<file path="src/rtl/camera_stream_source.sv">
// Camera-style stream generator: emits vsync_n/hsync_n framing and pixel data read from a
// 1-cycle-latency frame-buffer RAM or a synthesised (x+y) test pattern.
module camera_stream_source #(
  parameter int unsigned H_ACTIVE = 640,
  parameter int unsigned V_ACTIVE = 480,
  parameter int unsigned H_BLANK  = 160,
  parameter int unsigned V_BLANK  = 8000,
  parameter int unsigned DATA_W   = 10
) (
  input  logic              clk,
  input  logic              arst,
  input  logic              enable,
  input  logic              patternSel,
  input  logic [DATA_W-1:0] rdData,
  output logic              rdEn,
  output logic [18:0]       rdAddress,
  output logic              hsync_n,
  output logic              vsync_n,
  output logic [DATA_W-1:0] pixelData,
  output logic              frameDone,
  output logic [15:0]       frameCount
);

  typedef enum logic [1:0] {StIdle, StVblank, StActive, StHblank} state_e;

  localparam logic [15:0] VbLast   = 16'(V_BLANK - 1);
  localparam logic [15:0] HbLast   = 16'(H_BLANK - 1);
  localparam logic [9:0]  HaLast   = 10'(H_ACTIVE - 1);
  localparam logic [9:0]  VaLast   = 10'(V_ACTIVE - 1);
  localparam logic [18:0] AddrLast = 19'(H_ACTIVE * V_ACTIVE - 1);

  state_e              st_q, st_d;
  logic [15:0]         cnt_q, cnt_d;
  logic [9:0]          x_q, x_d;
  logic [9:0]          y_q, y_d;
  logic                latch_pat;
  logic                pat_sel_q, pat_sel_d;
  logic [DATA_W-1:0]   pattern_q, pattern_d;
  logic                hsync_n_q, hsync_n_d;
  logic                vsync_n_q, vsync_n_d;
  logic                rd_en_q, rd_en_d;
  logic [18:0]         rd_addr_q, rd_addr_d;
  logic                done_q, done_d;
  logic [15:0]         frame_count_q, frame_count_d;

  // Next-state logic: frame sequencing, blank counter and pixel coordinates.
  always_comb begin
    st_d      = st_q;
    cnt_d     = cnt_q;
    x_d       = x_q;
    y_d       = y_q;
    latch_pat = 1'b0;
    unique case (st_q)
      StIdle: begin
        cnt_d = '0;
        x_d   = '0;
        y_d   = '0;
        if (enable) begin
          st_d      = StVblank;
          latch_pat = 1'b1;
        end
      end
      StVblank: begin
        if (cnt_q == VbLast) begin
          st_d  = StActive;
          cnt_d = '0;
          x_d   = '0;
        end else begin
          cnt_d = cnt_q + 16'd1;
        end
      end
      StActive: begin
        if (x_q == HaLast) begin
          st_d  = StHblank;
          cnt_d = '0;
        end else begin
          x_d = x_q + 10'd1;
        end
      end
      StHblank: begin
        if (cnt_q == HbLast) begin
          cnt_d = '0;
          x_d   = '0;
          if (y_q != VaLast) begin
            y_d  = y_q + 10'd1;
            st_d = StActive;
          end else begin
            // Frame boundary: the only point besides idle where enable is honoured.
            y_d = '0;
            if (enable) begin
              st_d      = StVblank;
              latch_pat = 1'b1;
            end else begin
              st_d = StIdle;
            end
          end
        end else begin
          cnt_d = cnt_q + 16'd1;
        end
      end
      default: st_d = StIdle;
    endcase
  end

  // Output next values are decoded from the next state so every output leaves a flop.
  always_comb begin
    hsync_n_d     = (st_d != StHblank);
    vsync_n_d     = (st_d == StActive) || (st_d == StHblank);
    done_d        = (st_d == StHblank) && (cnt_d == HbLast) && (y_d == VaLast);
    frame_count_d = done_d ? frame_count_q + 16'd1 : frame_count_q;
    // Read one cycle ahead of every displayed pixel.
    rd_en_d       = ((st_d == StVblank) && (cnt_d == VbLast)) ||
                    ((st_d == StActive) && (x_d != HaLast)) ||
                    ((st_d == StHblank) && (cnt_d == HbLast) && (y_d != VaLast));
    rd_addr_d     = rd_addr_q;
    if (st_q == StIdle) begin
      rd_addr_d = '0;
    end else if (rd_en_q) begin
      rd_addr_d = (rd_addr_q == AddrLast) ? '0 : rd_addr_q + 19'd1;
    end
    pattern_d     = (st_d == StActive) ? DATA_W'(x_d) + DATA_W'(y_d) : '0;
    pat_sel_d     = latch_pat ? patternSel : pat_sel_q;
  end

  // State and output registers with synchronous reset.
  always_ff @(posedge clk) begin
    if (arst) begin
      st_q          <= StIdle;
      cnt_q         <= '0;
      x_q           <= '0;
      y_q           <= '0;
      pat_sel_q     <= 1'b0;
      pattern_q     <= '0;
      hsync_n_q     <= 1'b1;
      vsync_n_q     <= 1'b0;
      rd_en_q       <= 1'b0;
      rd_addr_q     <= '0;
      done_q        <= 1'b0;
      frame_count_q <= '0;
    end else begin
      st_q          <= st_d;
      cnt_q         <= cnt_d;
      x_q           <= x_d;
      y_q           <= y_d;
      pat_sel_q     <= pat_sel_d;
      pattern_q     <= pattern_d;
      hsync_n_q     <= hsync_n_d;
      vsync_n_q     <= vsync_n_d;
      rd_en_q       <= rd_en_d;
      rd_addr_q     <= rd_addr_d;
      done_q        <= done_d;
      frame_count_q <= frame_count_d;
    end
  end

  assign hsync_n    = hsync_n_q;
  assign vsync_n    = vsync_n_q;
  assign rdEn       = rd_en_q;
  assign rdAddress  = rd_addr_q;
  assign frameDone  = done_q;
  assign frameCount = frame_count_q;
  // RAM data arrives combinationally one cycle after its read; the pattern is pre-registered.
  assign pixelData  = (st_q == StIdle) ? '0 : (pat_sel_q ? pattern_q : rdData);

endmodule

</file>
<file path="config.mk">
export PLATFORM = sky130hd
export DESIGN_NAME = camera_stream_source
export DESIGN_NICKNAME = d
export VERILOG_FILES = /design/src/rtl/camera_stream_source.sv
export SDC_FILE = /design/constraint.sdc
export NUM_CORES = 1
export LEC_CHECK = 0
export CORE_MARGIN = 2
export CORE_UTILIZATION = 50
export CTS_CLUSTER_SIZE = 30
export DETAILED_ROUTE_END_ITERATION = 16
export PLACE_DENSITY = 0.69
export REMOVE_ABC_BUFFERS = 1
export SLEW_MARGIN = 20
export SYNTH_ARGS = -nofsm -noshare
export SYNTH_HDL_FRONTEND = slang
export SYNTH_SLANG_ARGS = --single-unit
</file>
<file path="constraint.sdc">
create_clock -name clk -period 4.42 [get_ports clk]
set_clock_uncertainty 0.05 [all_clocks]
set_input_delay 0.884 -clock clk [delete_from_list [all_inputs] [get_ports clk]]
set_output_delay 0.884 -clock clk [all_outputs]
set_load 0.03 [all_outputs]
</file>
==> impl_metrics.yaml, run 1 <==
status:
  outcome: "complete, no violations"
worst_setup_path:
  path_class: "flop to flop"
  cp-start-kind: "flop"
  rr_endpoint: "pattern_q[8]$_SDFF_PP0_"
  end_kind: "flop"
  crit_buf_inv: 0
  rr_startpoint: "cnt_q[13]$_SDFF_PP0_"
  startpoint: "cnt_q[13]$_SDFF_PP0_"
  max_stage_delay_ns: 0.68
  rrSetupSlack_ns: 0.27
  path_max_fanout: 24
  critPathTopFamily: "compound AO/OA/AOI/OAI gates"
  slowest_stage: "or4_1"
  ff2ff_path_depth: 12
  critPathRequiredTime_ns: 4.66
  cp_cell_sequence: "or4_1 > or4_4 > a22o_4 > o21ai_1 > nor2_1 > ha_1 > o21ai_0 > nand2b_1 > a21boi_1 > a31o_1 > a2111o_1 > o211ai_1"
  crit_arrival_ns: 4.39
power_and_ir_drop:
  p_per_area_nw_per_um2: 236
  p_leak_nw: 2.06
  totalPowerFinal_mw: 1.46
  ir_drop_mv: 0.122
sta:
  finalCritPeriodShare_pct: 93.8
  finalHoldViolations: 0
  fmax_mhz: 241
  setup_viol: 0
  rsz0062_at_grt: "no"
  finalCriticalPeriod_ns: 4.15
  max_slew_margin_pct: 34.1
  report.final.slew_viol_count: 0
  worst_pin_slew_ns: 0.964
  worst_slack_ns: 0.274
  fin_setup_tns_ns: 0
synthesis:
  avgSynthCellArea_um2: 8.01
  syn-instance-count: 652
  synth_top_flop_cell: "dfxtp_1"
  synth_top_area_share_pct: 33.3
  synth_area_leaders: "dfxtp_1 (33%), nor2_1 (7.0%), ha_1 (4.3%), a21oi_1 (4.2%), xor2_1 (4.0%)"
  ys_warn_count: 0
  synth_edf_count: 0
  synth_seq_area_share_pct: 33.3
  synth_seq_cells: 87
  yosysUniqueCellTypes: 76
  synthesis.area_um2: 5220
  async_flop_share_pct: 0
  synth_area_leader_cell: "dfxtp_1"
placed_design:
  post-place-ws_ns: 0.248
  hpwl_um: 10200
  placed_cell_area_um2: 6000
  place_congestion: 0.904
  port_buffers: 62
routing:
  drt_iter0_markers: 351
  dr_total_vias: 5062
  finalWirelength_um: 13900
  via_per_inst: 5.96
  drt-pass1-iter-count: 7
  remaining_drc_errors: 0
  drt-wirelength-per-cell_um: 16.3
  detail-route-antenna-nets: 0
clocking:
  clk_latency_ns: 0.37
  clockBufferDepth: 2
  cts_max_level: 3
  clk_pin_slew_ns: 0.11
  cts_tree: "built"
  cts_root_buf: "clkbuf_8"
  cts_buffers: 9
  cts.sinks: 87
floorplanning:
  core_um2: 10200
  die-area_um2: 11300
  die_w_um: 106
  dieHeight_um: 106
  num_io_pins: 63
  row_count: 37
  start_util_pct: 51.1
global_routing:
  grt_overflow: 0
  antenna_found_initial: 0
  grt_use_total_pct: 25.2
  grt_max_degree: 31
  grt_pass1_vias: 4707
  grt_pass1_wl_um: 22900
cells_and_area:
  nFillCells: 954
  diodes: 0
  finalInstanceArea_um2: 6170
  syn2layout_area_growth_pct: 18.2
  layout-drive-gt1-share_pct: 7.29
  nets: 740
  final_util_pct: 60.4
  final_common_cell: "nor2_1"
  mostFrequentLayoutCells: "nor2_1 (97), dfxtp_1 (87), clkdlybuf4s50_1 (62), a21oi_1 (44), nand2_1 (41)"
min_path:
  worstHoldEndpoint: "frameCount[15]$_SDFFE_PP0P_"
  hold_path.class: "flop to flop"
  min_path_cells: 2
  min_from: "frameCount[15]$_SDFFE_PP0P_"
job:
  max_cap_viol_count: 0
## timing repair
item                       in CTS  in global routing
setup buffers                   0                  0
resized for setup               0                  1
hold buffers                    0                  0
setup endpoints to repair       0                  1
## routing by layer
layer | wire length (um) | global-route usage, % | vias to the layer above
li1 | - | - | 2502
met1 | 6640 | 35.7 | 2366
met2 | 6110 | 39.1 | 179
met3 | 937 | 4.66 | 15
met4 | 181 | 7.14 | 0
met5 | 0 | 0 | -
## synthesized netlist by cell type (all sizes together), types with 7 or more instances
cell and number:
or3 8, xor2 24, clkbuf 25, nand2b 7, nor2b 12, and3 11, ha 18, nand3 29
inv 17, buf 10, or4 14, a21oi 45, xnor2 8, mux2i 13, o31ai 16, nand4 14
nor2 97, o21ai 26, dfxtp 87, a31oi 12, a21o 8, nor3 20, nand2 41
## stage by stage
stage                     hold WS (ns)  std cells
after floorplan                  0.446        617
after global placement           0.411        833
after detailed placement         0.424        833
after CTS                        0.438        849
after global routing             0.473        849
final                            0.431        849
## cells by family after synthesis
logic type,Yosys count,synth area share [%]
buffers and inverters,52,4.14
DFF,87,33.3
xor gates and xnor gates,32,5.37
adders and majority gates,19,4.50
and+or+nand+nor,291,29.1
AOI/OAI and AO/OA,156,20.6
muxes,15,2.92
## state kept, by name, summed over array words and instances (netlist names)
name / count
frameDone: 1
pat_sel_q: 1
y_q: 10
x_q: 10
cnt_q: 16
st_q: 2
rdAddress: 19
pattern_q: 10
frameCount: 16
rdEn: 1
hsync_n: 1
## how the worst max path moves through the flow
stage / end / slack [ns] / depth (start not counted)
final: pattern_q[8]$_SDFF_PP0_ / 0.27 / 12
after global routing: frameCount[15]$_SDFFE_PP0P_ / 0.05 / 12
after CTS: pattern_q[8]$_SDFF_PP0_ / 0.20 / 12
after detailed placement: pattern_q[8]$_SDFF_PP0_ / 0.25 / 12
after global placement: pattern_q[8]$_SDFF_PP0_ / 0.32 / 12
after floorplan: frameCount[15]$_SDFFE_PP0P_ / 0.14 / 9
## power breakdown
part	switching (mW)	leakage, nW	internal (mW)
logic	0.0810	1.26	0.0530
registers	0.00487	0.701	0.785
clock network	0.321	0.0952	0.213
## cell type report
class / count / area (um^2) / area share [%]
Inverter: 17 / 63.8 / 1.03
Clock buffer: 9 / 124 / 2.01
Timing Repair Buffer: 80 / 756 / 12.2
Multi-Input combinational cell: 513 / 3270 / 52.9
Tap cell: 136 / 170 / 2.76
Clock inverter: 7 / 53.8 / 0.871
Sequential cell: 87 / 1740 / 28.2
## worst reg2reg max path: stages (launching register included)
cell and delay, ns:
dfxtp_1 0.37, or4_1 0.68, or4_4 0.66, a22o_4 0.39, o21ai_1 0.26, nor2_1 0.08, ha_1 0.35, o21ai_0 0.19
nand2b_1 0.10, a21boi_1 0.17, a31o_1 0.27, a2111o_1 0.41, o211ai_1 0.09
Note: power is estimated with default switching activity, not from simulation.
==> inputs of run 2 (changes only) <==
PLACE_DENSITY = 0.72   (was 0.69)
clock period = 3.7 ns   (was 4.42 ns; I/O delays follow)
==> impl_metrics.yaml, run 2 (synthesis results as in run 1) <==
status:
  outcome: "finished, violations left"
  violations: "setup timing"
worst_setup_path:
  path_max_fanout: 6
  end_kind: "flop"
  cp-start-kind: "flop"
  rr_endpoint: "frameCount[5]$_SDFFE_PP0P_"
  path_class: "flop to flop"
  startpoint: "cnt_q[14]$_SDFF_PP0_"
  crit_arrival_ns: 4.03
  ff2ff_path_depth: 12
  rr_startpoint: "cnt_q[14]$_SDFF_PP0_"
  critPathRequiredTime_ns: 3.95
  rrSetupSlack_ns: -0.09
min_path:
  min_path_cells: 2
  worstHoldEndpoint: "frameCount[15]$_SDFFE_PP0P_"
  hold_path.class: "flop to flop"
  min_from: "frameCount[15]$_SDFFE_PP0P_"
clocking:
  cts_buffers: 9
  cts_root_buf: "clkbuf_8"
  clk_pin_slew_ns: 0.10
  cts.sinks: 87
  clockBufferDepth: 2
  cts_max_level: 3
  clk_latency_ns: 0.36
  cts_tree: "built"
sta:
  finalCritPeriodShare_pct: 102
  holdWs_ns: 0.450
  finalCriticalPeriod_ns: 3.79
  report.final.slew_viol_count: 0
  rsz0062_at_grt: "yes"
  max_slew_margin_pct: 41.8
  finalHoldViolations: 0
  fmax_mhz: 264
  setup_viol: 12
  worst_pin_slew_ns: 0.873
  worst_slack_ns: -0.0869
cells_and_area:
  syn2layout_area_growth_pct: 35.5
  largest_register_ff_count: 19
  instances_no_fill: 931
  nFillCells: 812
  final_common_cell: "nor2_1"
  diodes: 0
  layout-drive-gt1-share_pct: 22.3
  mostFrequentLayoutCells: "nor2_1 (93), buf_4 (90), dfxtp_1 (84), clkdlybuf4s50_1 (62), nand2_1 (41)"
  nets: 822
floorplanning:
  row_count: 37
  num_io_pins: 63
  die-area_um2: 11300
  die_w_um: 106
  start_util_pct: 51.1
  core_um2: 10200
  dieHeight_um: 106
routing:
  drt_iter0_markers: 458
  finalWirelength_um: 15900
  remaining_drc_errors: 0
  drt-wirelength-per-cell_um: 17.1
  via_per_inst: 5.96
  drt-pass1-iter-count: 5
  dr_total_vias: 5546
  detail-route-antenna-nets: 0
global_routing:
  grt_pass1_wl_um: 24500
  grt_max_degree: 31
  antenna_found_initial: 0
  grt_use_total_pct: 26.9
  grt_pass1_vias: 5117
  grt_overflow: 0
placed_design:
  port_buffers: 62
  hpwl_um: 10900
  dp.cells: 891
  place_congestion: 0.953
power_and_ir_drop:
  p_leak_nw: 2.49
  p_per_area_nw_per_um2: 248
  ir_drop_mv: 0.222
job:
  max_cap_viol_count: 0
[run 2: critical path, cell delays in order, from the launching register on]
cell and delay (ns):
dfxtp_2 0.33, or4_4 0.56, or4_4 0.62, buf_12 0.17
nor4b_1 0.33, o21ai_0 0.16, a21oi_1 0.13, nor4b_2 0.19
buf_4 0.15, nand4_1 0.19, buf_6 0.22, or4_4 0.49
a21oi_2 0.13
[run 2: through the flow]
step | cell area [um^2] | worst slack, ns | setup TNS [ns] | total power [mW] | util, %
3_3_place_gp | 6440 | -0.0391 | -0.114 | 1.14 | 63.0
3_5_place_dp | 6440 | -0.174 | -1.22 | 1.14 | 63.0
2_1_floorplan | 5070 | -0.583 | -7.88 | 1.05 | -
4_1_cts | 6700 | -0.00338 | -0.00338 | 1.75 | 65.5
6_report | 7080 | -0.0869 | -0.485 | 1.75 | 69.2
5_1_grt | 7080 | -0.306 | -4.16 | 1.82 | 69.2
[run 2: what timing repair did]
action	4_1_cts	5_1_grt
pin swaps	8	44
buffers inserted	3	17
setup endpoints to repair	18	19
hold buffers	0	0
cloned	1	3
resized for setup	13	53
[run 2: layer usage]
layer,global-route usage (%),part of all wire (%),vias up
li1,-,-,2665
met1,35.3,44,2617
met5,0,0,-
met4,9.59,2.7,0
met2,44.2,47,218
met3,4.90,6.3,46
[run 2: power breakdown]
part           total, mW  internal (mW)  leakage [nW]  switching, mW
registers          0.943          0.938         0.702        0.00573
logic              0.199         0.0889          1.70          0.110
clock network      0.612          0.248        0.0829          0.364
[run 2: cell type report]
class                           instances  area (um^2)  area share (%)
Tap cell                              136          170            2.40
Clock inverter                          6         46.3           0.654
Multi-Input combinational cell        514         3530            49.9
Clock buffer                           10          128            1.80
Timing Repair Buffer                  161         1390            19.7
Sequential cell                        87         1750            24.7
Inverter                               17         63.8           0.901
[run 2: worst max-delay path by stage]
stage	endpoint	slack (ns)	cells past startpoint
3_5_place_dp	pattern_q[9]$_SDFF_PP0_	-0.17	12
4_1_cts	pattern_q[9]$_SDFF_PP0_	-0.003	11
2_1_floorplan	frameCount[15]$_SDFFE_PP0P_	-0.58	9
3_3_place_gp	frameCount[15]$_SDFFE_PP0P_	-0.04	11
6_report	frameCount[5]$_SDFFE_PP0P_	-0.09	12
5_1_grt	frameCount[13]$_SDFFE_PP0P_	-0.31	12
==> inputs of run 3 (changes only) <==
ABC_AREA = 1   (was not set)
GPL_ROUTABILITY_DRIVEN = 0   (was not set)
PLACE_DENSITY = 0.7   (was 0.72)
clock period = 3.1 ns   (was 3.7 ns; I/O delays follow)
==> impl_metrics.yaml, run 3 <==
job:
  max_cap_viol_count: 0
sta:
  fin_setup_tns_ns: 0
  finalCritPeriodShare_pct: 92.6
  fmax_mhz: 348
  finalHoldViolations: 0
  worst_pin_slew_ns: 0.524
  finalCriticalPeriod_ns: 2.87
  report.final.slew_viol_count: 0
  max_slew_margin_pct: 64.8
  rsz0062_at_grt: "no"
  holdWs_ns: 0.429
  setup_viol: 0
synthesis:
  async_flop_share_pct: 0
  avgSynthCellArea_um2: 6.13
  synth_area_leader_cell: "dfxtp_1"
  yosys-top-cells-count: "nand2_1 (239), nor2_1 (150), inv_1 (138)"
  synth_seq_cells: 87
  synth_area_leaders: "dfxtp_1 (29%), nand2_1 (15%), nor2_1 (9.2%), inv_1 (8.5%), nand3_1 (8.1%)"
  yosysMostFrequentCell: "nand2_1"
  synthesis.area_um2: 6090
  synth-xor-area-share_pct: 4.17
  synth_top_area_share_pct: 28.6
  synth_seq_area_share_pct: 28.6
  synth_compound_area_share_pct: 7.70
  yosysUniqueCellTypes: 44
  synth_fa_ha_area_share_pct: 3.70
  synth_top_flop_cell: "dfxtp_1"
  synth.area.mux_share_pct: 0
  synthSimpleGateAreaFrac_pct: 44.1
  synth_top_family_by_area: "simple AND/OR/NAND/NOR gates"
  ys_warn_count: 0
  synth_edf_count: 0
  syn-instance-count: 993
cells_and_area:
  largest_register_ff_count: 19
  finalInstanceArea_um2: 7150
  final_common_cell: "nand2_1"
  nets: 1088
  final_util_pct: 59.7
  diodes: 0
  syn2layout_area_growth_pct: 17.3
  mostFrequentLayoutCells: "nand2_1 (238), nor2_1 (150), inv_1 (138), nand3_1 (99), dfxtp_1 (86)"
  layout-drive-gt1-share_pct: 8.86
power_and_ir_drop:
  seq_power_share_pct: 46.3
  net-switching-power_uw: 655
  clkPwrFrac_pct: 43.0
  swShare_pct: 26.8
  ir_drop_mv: 0.292
  combPwrFrac_pct: 10.7
  intPower_mw: 1.79
  p_per_area_nw_per_um2: 342
  p_leak_nw: 3.18
worst_setup_path:
  rr_startpoint: "cnt_q[0]$_SDFF_PP0_"
  startpoint: "cnt_q[0]$_SDFF_PP0_"
  crit_arrival_ns: 3.07
  critPathRequiredTime_ns: 3.30
  path_class: "flop to flop"
  path_max_fanout: 10
  end_kind: "flop"
  cp-start-kind: "flop"
routing:
  drt_iter0_markers: 512
  dr_total_vias: 6316
  via_per_inst: 5.23
  drt-wirelength-per-cell_um: 12.9
  remaining_drc_errors: 0
  drt-pass1-iter-count: 5
  finalWirelength_um: 15500
  detail-route-antenna-nets: 0
clocking:
  clockBufferDepth: 2
  cts_buffers: 9
  clk_latency_ns: 0.35
  cts_hold_buf: 0
  cts_root_buf: "clkbuf_16"
  cts_tree: "built"
  clk_pin_slew_ns: 0.06
  cts.sinks: 87
  cts_max_level: 3
floorplanning:
  die-area_um2: 13100
  dieHeight_um: 114
  core_um2: 12000
  num_io_pins: 63
  die_w_um: 114
  row_count: 40
  start_util_pct: 50.9
placed_design:
  hpwl_um: 11600
  placed_cell_area_um2: 6830
  port_buffers: 62
status:
  outcome: "complete, no violations"
global_routing:
  antenna_found_initial: 0
  grt_max_degree: 45
  grt_pass1_wl_um: 26300
  grt_pass1_vias: 5562
  grt_overflow: 0
  grt_use_total_pct: 24.7
min_path:
  min_from: "rdAddress[18]$_SDFFE_PP0P_"
  hold_path.class: "flop to flop"
## run 3: cell types whose count changed in the layout (fill, tap and decap cells not counted), moves of 10 or more
cell and delta:
nand2_1 +197, inv_1 +122, nand3_1 +70, buf_4 -63, nor2_1 +57, o21ai_0 +24, nand2_2 +22, nand4_1 +20
mux2i_1 -13, nor2b_1 -12, o31ai_1 -12, clkdlybuf4s50_1 -11, and3_1 -10
## run 3: final cells by class
cell class,instances,area (um^2)
Clock buffer,11,253
Clock inverter,5,31.3
Fill cell,1171,4820
Inverter,145,551
Multi-Input combinational cell,733,3650
Sequential cell,87,1740
Tap cell,147,184
Timing Repair Buffer,80,738
## run 3: worst max-delay path, stage by stage, from the launching register on
cell and delay [ns]:
dfxtp_1 0.38, ha_1 0.20, nand2_2 0.11, nor2_4 0.16, nand2_2 0.08, nor2_4 0.19
nand2_2 0.09, nand2_1 0.11, nand2_2 0.12, clkinv_4 0.11, nor2_1 0.06, ha_1 0.33
a21o_1 0.21, a221oi_1 0.33, nand3_1 0.12, nand2_1 0.07, nor2_1 0.04
## run 3: cells by family after synthesis
group	Yosys count
AO/OA/AOI/OAI	89
XOR/XNOR	29
adder cells (fa/ha/maj)	18
buffers and inverters	173
flip-flops	87
AND/OR/NAND/NOR	597
## run 3: worst paths after layout
kind / endpoint / slack (ns) / depth (start not counted)
max: pattern_q[8]$_SDFF_PP0_ / 0.23 / 16
min: rdAddress[18]$_SDFFE_PP0P_ / 0.43 / 2
max reg2reg: pattern_q[8]$_SDFF_PP0_ / 0.23 / 16
min reg2reg: rdAddress[18]$_SDFFE_PP0P_ / 0.43 / 2
## run 3: power by group through the flow
| stage | registers (mW) | logic (mW) | clock network [mW] |
|---|---|---|---|
| after global placement | 1.16 | 0.258 | 0 |
| after CTS | 1.13 | 0.259 | 1.08 |
| final | 1.13 | 0.262 | 1.05 |
| after detailed placement | 1.16 | 0.258 | 0 |
| after floorplan | 1.15 | 0.147 | 0 |
| after global routing | 1.13 | 0.286 | 1.12 |
## run 3: stage by stage
step	setup WS, ns	total power [mW]	cells
after floorplan	0.197	1.30	965
after global placement	0.227	1.41	1190
after detailed placement	0.184	1.41	1190
after CTS	0.176	2.47	1206
after global routing	0.00638	2.54	1208
final	0.229	2.44	1208
## run 3: what timing repair did
action / 4_1_cts / 5_1_grt
endpoints found under the hold margin: 0 / 0
gates resized for setup: 0 / 6
endpoints found under the setup margin: 0 / 15
setup buffers: 0 / 2
## run 3: routing by layer
layer / global-route usage (%) / wire length, um
met1: 34.4 / 7360
met2: 39.2 / 6960
met3: 3.34 / 879
met4: 9.02 / 319
met5: 0 / 0
